==> config.mk <==
export PLATFORM = sky130hd
export DESIGN_NAME = spi_regif
export DESIGN_NICKNAME = d
export VERILOG_FILES = /design/src/rtl/spi_regif_pkg.sv /design/src/rtl/spi_sync.sv /design/src/rtl/spi_regif.sv
export SDC_FILE = /design/constraint.sdc
export NUM_CORES = 1
export LEC_CHECK = 0
export BUFFER_PORTS_ARGS = -buffer_cell sky130_fd_sc_hd__buf_2
export CELL_PAD_IN_SITES_DETAIL_PLACEMENT = 0
export CELL_PAD_IN_SITES_GLOBAL_PLACEMENT = 1
export CORE_ASPECT_RATIO = 0.9
export CORE_UTILIZATION = 38
export DETAILED_ROUTE_END_ITERATION = 7
export GPL_TIMING_DRIVEN = 0
export PLACE_DENSITY = 0.8
export RECOVER_POWER = 50
export SLEW_MARGIN = 5
export SYNTH_ARGS = -nofsm -noshare
export SYNTH_HDL_FRONTEND = slang
export SYNTH_SLANG_ARGS = --single-unit
export TNS_END_PERCENT = 30
==> constraint.sdc <==
create_clock -name clk -period 2.1 [get_ports clk]
set_clock_uncertainty 0.1 [all_clocks]
set_input_delay 0.42 -clock clk [delete_from_list [all_inputs] [get_ports clk]]
set_output_delay 0.42 -clock clk [all_outputs]
set_load 0.005 [all_outputs]
==> src/rtl/spi_regif_pkg.sv <==
// Shared constants and FSM state type for the SPI register interface.
package spi_regif_pkg;

  localparam int FRAME_BITS = 16;

  localparam logic [2:0] ADDR_CTRL   = 3'd0;
  localparam logic [2:0] ADDR_WDOG   = 3'd1;
  localparam logic [2:0] ADDR_CFG0   = 3'd2;
  localparam logic [2:0] ADDR_CFG1   = 3'd3;
  localparam logic [2:0] ADDR_CFG2   = 3'd4;
  localparam logic [2:0] ADDR_HWCFG  = 3'd5;
  localparam logic [2:0] ADDR_WDKICK = 3'd6;
  localparam logic [2:0] ADDR_RSVD   = 3'd7;

  typedef enum logic [1:0] {
    ST_IDLE,
    ST_HDR,
    ST_DATA,
    ST_DONE
  } state_t;

endpackage

==> src/rtl/spi_sync.sv <==
// Multi-stage flop synchronizer for one asynchronous pin, with selectable reset value.
module spi_sync #(
  parameter int unsigned STAGES  = 2,
  parameter logic        RST_VAL = 1'b0
) (
  input  logic clk,
  input  logic rst_n,
  input  logic d,
  output logic q
);

  logic [STAGES-1:0] ff;

  always_ff @(posedge clk or negedge rst_n) begin
    if (!rst_n) begin
      ff <= {STAGES{RST_VAL}};
    end else begin
      ff[0] <= d;
      for (int unsigned i = 1; i < STAGES; i++) begin
        ff[i] <= ff[i-1];
      end
    end
  end

  assign q = ff[STAGES-1];

endmodule

==> src/rtl/spi_regif.sv <==
// SPI mode-0 slave: decodes 16-bit frames into one-cycle register write strobes
// and serves readback busses on MISO, all in the clk domain.
module spi_regif
  import spi_regif_pkg::*;
#(
  parameter int          FRAME_BITS  = spi_regif_pkg::FRAME_BITS,
  parameter int unsigned SYNC_STAGES = 2
) (
  input  logic       clk,
  input  logic       rst_n,
  input  logic       sclk,
  input  logic       mosi,
  input  logic       ss_n,
  output logic       miso,
  output logic       misoen,
  input  logic [7:0] controlrdata,
  input  logic [7:0] hwconfig,
  input  logic [7:0] configrdreg0,
  input  logic [7:0] configrdreg1,
  input  logic [7:0] configrdreg2,
  output logic [7:0] wrtdata,
  output logic       ctrlld,
  output logic       wdogdivld,
  output logic       cfgld0,
  output logic       cfgld1,
  output logic       cfgld2,
  output logic       wdreset
);

  localparam logic [4:0] HDR_LAST   = 5'(FRAME_BITS / 2 - 1);
  localparam logic [4:0] FRAME_LAST = 5'(FRAME_BITS - 1);
  localparam logic [3:0] FLUSH_N    = 4'(SYNC_STAGES);

  logic       sclk_s, mosi_s, ss_s;
  logic       sclk_prev, ss_prev;
  logic       rise, fall;
  state_t     state;
  logic [4:0] cnt;
  logic [6:0] sr;
  logic       wr_frame;
  logic [2:0] addr;
  logic [7:0] tx;
  logic [2:0] hdr_addr;
  logic [7:0] rd_sel;
  logic [3:0] flush;
  logic       armed;

  spi_sync #(.STAGES(SYNC_STAGES), .RST_VAL(1'b0)) u_sync_sclk (
    .clk(clk), .rst_n(rst_n), .d(sclk), .q(sclk_s)
  );
  spi_sync #(.STAGES(SYNC_STAGES), .RST_VAL(1'b0)) u_sync_mosi (
    .clk(clk), .rst_n(rst_n), .d(mosi), .q(mosi_s)
  );
  spi_sync #(.STAGES(SYNC_STAGES), .RST_VAL(1'b1)) u_sync_ss (
    .clk(clk), .rst_n(rst_n), .d(ss_n), .q(ss_s)
  );

  assign rise     = sclk_s & ~sclk_prev;
  assign fall     = ~sclk_s & sclk_prev;
  assign misoen   = ~ss_s;
  assign hdr_addr = {sr[1:0], mosi_s};

  always_comb begin
    rd_sel = '0;
    case (hdr_addr)
      ADDR_CTRL:  rd_sel = controlrdata;
      ADDR_CFG0:  rd_sel = configrdreg0;
      ADDR_CFG1:  rd_sel = configrdreg1;
      ADDR_CFG2:  rd_sel = configrdreg2;
      ADDR_HWCFG: rd_sel = hwconfig;
      default:    rd_sel = '0;
    endcase
  end

  always_ff @(posedge clk or negedge rst_n) begin
    if (!rst_n) begin
      state     <= ST_IDLE;
      cnt       <= '0;
      sr        <= '0;
      wr_frame  <= 1'b0;
      addr      <= '0;
      tx        <= '0;
      miso      <= 1'b0;
      wrtdata   <= '0;
      ctrlld    <= 1'b0;
      wdogdivld <= 1'b0;
      cfgld0    <= 1'b0;
      cfgld1    <= 1'b0;
      cfgld2    <= 1'b0;
      wdreset   <= 1'b0;
      sclk_prev <= 1'b0;
      ss_prev   <= 1'b1;
      flush     <= '0;
      armed     <= 1'b0;
    end else begin
      ctrlld    <= 1'b0;
      wdogdivld <= 1'b0;
      cfgld0    <= 1'b0;
      cfgld1    <= 1'b0;
      cfgld2    <= 1'b0;
      wdreset   <= 1'b0;
      sclk_prev <= sclk_s;
      ss_prev   <= ss_s;

      // After reset the ss_n chain holds its reset value; only accept a frame once
      // the real pin has been seen high, so a frame in progress is not picked up midway.
      if (flush != FLUSH_N) begin
        flush <= flush + 4'd1;
      end else if (ss_s) begin
        armed <= 1'b1;
      end

      if (ss_s) begin
        state <= ST_IDLE;
        cnt   <= '0;
        miso  <= 1'b0;
        tx    <= '0;
      end else begin
        case (state)
          ST_IDLE: begin
            if (armed && ss_prev) begin
              state <= ST_HDR;
              cnt   <= '0;
              sr    <= '0;
              tx    <= '0;
              miso  <= 1'b0;
            end
          end
          ST_HDR: begin
            if (rise) begin
              sr  <= {sr[5:0], mosi_s};
              cnt <= cnt + 5'd1;
              if (cnt == HDR_LAST) begin
                state    <= ST_DATA;
                wr_frame <= sr[6];
                addr     <= hdr_addr;
                tx       <= sr[6] ? 8'h00 : rd_sel;
              end
            end
          end
          ST_DATA: begin
            if (rise) begin
              sr  <= {sr[5:0], mosi_s};
              cnt <= cnt + 5'd1;
              if (cnt == FRAME_LAST) begin
                state <= ST_DONE;
                if (wr_frame) begin
                  wrtdata <= {sr[6:0], mosi_s};
                  case (addr)
                    ADDR_CTRL:   ctrlld    <= 1'b1;
                    ADDR_WDOG:   wdogdivld <= 1'b1;
                    ADDR_CFG0:   cfgld0    <= 1'b1;
                    ADDR_CFG1:   cfgld1    <= 1'b1;
                    ADDR_CFG2:   cfgld2    <= 1'b1;
                    ADDR_WDKICK: wdreset   <= 1'b1;
                    default:     ;
                  endcase
                end
              end
            end
          end
          default: ;
        endcase

        if (fall && (state == ST_DATA || state == ST_DONE)) begin
          miso <= tx[7];
          tx   <= {tx[6:0], 1'b0};
        end
      end
    end
  end

endmodule

==> reports/metrics.cfg <==
[clock_network]
clock_path_buffers=2
clock_latency_ns=0.32
clkTransAtPathRegs_ns=0.10
root_buffer=clkbuf_8
cts_tree=done
cts_hold_buf=0
cts_made_buffers=5
clock-sinks=54
htreeDepth=2

[routing]
drt-total-wl_um=5962
avgRoutedWirePerCell_um=14.83
vias=2083
drt_drc_violations_left=0
ant_nets=0
avgViaCountPerCell=5.182
drt_iter0_drc=41
dr.pass1.iters=5

[yosys]
synth_cell_types=46
syn-num-nets=292
synth_ff_type=dfrtp_1
synth_seq_cells=54
synthCells=238
synth_area_leaders=dfrtp_1 47%, mux2i_1 6.7%, mux2_2 4.6%, o21ai_0 4.3%, ha_1 4.2%
yosysTopAreaCell=dfrtp_1
syn_area_per_cell_um2=11.37
async_reset_ff_share_pct=100.0
netlist_area_um2=2705
synth_top_area_share_pct=47.18
ys.warnings.count=0
synth_edf_count=0
yosysSeqAreaShare_pct=50.09

[sta]
fin_ws_ns=0.05631
drv_slew=0
min_period_ns=2.044
relSlewSlack_pct=10.67
clock.fmax_mhz=489.3
period_share_pct=97.32
worst_pin_slew_ns=1.340
setup_violations=0
timing_hold_violations_final=0

[floorplan]
rows=28
die-width_um=90.94
die_h_um=82.04
coreArea_um2=6726
start_util_pct=40.22
die-area_um2=7460
io_pins=61

[power]
vdd.ir_drop.worst_mv=0.3777
leakage_uw=0.001592
p_per_area_nw_per_um2=831.5

[final_layout]
finish.instance_area_um2=3358
drive_above_1_share_pct=39.42
finalNetCount=365
instances_no_fill=402
postLayoutCoreUtil_pct=49.93
diodes=0
area_growth_pct=24.14

[global_route]
grt_pass1_vias=1933
antenna_found_initial=0
grt_usage_pct=16.13
grt_overflow=0
grt_max_degree=55
grt_first_pass_wirelength_um=9315

[run_status]
status=finished, final reports clean

[place]
dp_hpwl_um=4115
place_inst=388
place_ws_ns=-0.1515
placed_cell_area_um2=3118
gp_congestion=0.8004
port_buffers=60

[worst_setup_path]
cp_max_fo=8
start_kind=flip-flop
crit_type=flip-flop to flip-flop
crit_required_ns=2.21
cp.arrival_ns=2.15
endpoint_kind=flip-flop

[flow_run]
maxCapViolCount=0

[worst_hold_path]
min_path_type=primary input to flip-flop

[through the flow]
stage / TNS (ns) / power [uW] / hold WS, ns
after floorplan: 0 / 1783 / 0.02441
after global placement: -1.218 / 1998 / 0.2334
after detailed placement: -1.501 / 2011 / 0.2402
after CTS: -0.4183 / 2671 / 0.09126
after global routing: -0.02821 / 2956 / 0.08647
final: 0 / 2792 / 0.09898
[worst max-delay path, stage by stage, from the launching register on]
cell and delay, ns:
dfrtp_2 0.47, inv_4 0.10, ha_4 0.16, a21boi_4 0.20
a21oi_2 0.08, a211oi_4 0.42, nor2_1 0.08, mux2_1 0.32
[final timing paths]
kind / from / to / slack [ns] / cells past startpoint
max: state[1] / tx[0] / 0.06 / 7
min: mosi / u_sync_mosi.ff[0] / 0.1 / 1
max reg2reg: state[1] / tx[0] / 0.06 / 7
min reg2reg: u_sync_ss.ff[0] / u_sync_ss.ff[1] / 0.26 / 0
max in group asynchronous: rst_n / state[1] / 0.72 / 1
min in group asynchronous: rst_n / flush[1] / 0.31 / 1
[state kept, by name (all words and copies together), names as in the netlist]
register        count
wdogdivld           1
wdreset             1
ctrlld              1
armed               1
u_sync_ss.ff        2
wrtdata             8
cnt                 5
sclk_prev           1
miso                1
addr                3
cfgld1              1
u_sync_mosi.ff      2
u_sync_sclk.ff      2
cfgld2              1
state               2
wr_frame            1
ss_prev             1
tx                  8
sr                  7
flush               4
cfgld0              1
[where the power goes]
part | internal (uW) | leakage [uW] | total (uW) | switching [uW]
Sequential | 1110 | 0.000717 | 1160 | 59.1
Clock | 272 | 0.0000478 | 625 | 353
Combinational | 429 | 0.000827 | 1000 | 574
[cell usage in the layout (no fill, tap or decap), types with 2 or more instances in the layout]
cell type and count:
dfstp_2 3, mux2_2 11, nand3_1 4, buf_2 63
nand2b_1 4, buf_4 5, clkbuf_2 2, nor2_4 2
a2111oi_4 2, a22o_1 8, o22ai_1 7, a211oi_1 7
o21ai_0 22, and3_1 2, ha_1 6, dfrtp_1 49
inv_1 6, ha_4 2, nor2_1 7, nand4_1 2
nor3b_1 3, xnor2_1 2, mux2i_1 18, o21ai_2 7
mux2_1 2, clkbuf_1 2, a21oi_1 9, nand2_1 13
clkbuf_8 6, dfrtp_2 2, nor3_1 2, buf_6 2
nor2b_1 3
[metal layers]
layer / track usage (%) / vias to the layer above / routed length [um]
li1: - / 1024 / -
met1: 21.61 / 1005 / 2879
met2: 26.29 / 48 / 2727
met3: 3.519 / 6 / 280
met4: 5.238 / 0 / 74
met5: 0 / - / 0
[kinds of logic (layout without fill, tap and decap cells)]
group                      count (synthesis)  count (layout)  synth area share, %
AOI/OAI and AO/OA                         74              74                19.94
xor gates and xnor gates                   2               2               0.6477
adders and majority gates                  9               9                4.163
buffers and inverters                     18              91                3.238
DFF                                       54              54                50.09
muxes                                     31              31                12.07
and+or+nand+nor                           50              51                9.853
[Yosys cell counts (all sizes together), types with 2 or more instances]
library cell,instances
a22o,8
buf,6
inv,8
a2111oi,2
ha,9
o21ai,31
nand4,2
nor3b,3
a211oi,9
nor2b,3
nor2,9
nand2b,4
nand3,4
o22ai,7
a21oi,10
mux2i,18
xnor2,2
or2,2
nor3,3
clkbuf,3
mux2,13
and3,2
nand2,13
dfrtp,51
dfstp,3
[repair_timing]
item / 4_1_cts / 5_1_grt
cloned: 0 / 1
pin swaps: 0 / 3
buffers inserted: 0 / 5
gates resized for setup: 6 / 17
setup endpoints to repair: 28 / 29
[layout make-up]
cell class              count  area (um^2)
inverters                   9        36.28
repair buffers             65        337.8
multi-input cells         167         1360
clock inverters             2        16.27
plain buffers               9        55.05
well taps                  90        112.6
clock buffers               6        82.58
flip-flops and latches     54         1358
fillers                   658         3368
Note: power is estimated with default switching activity, not from simulation.
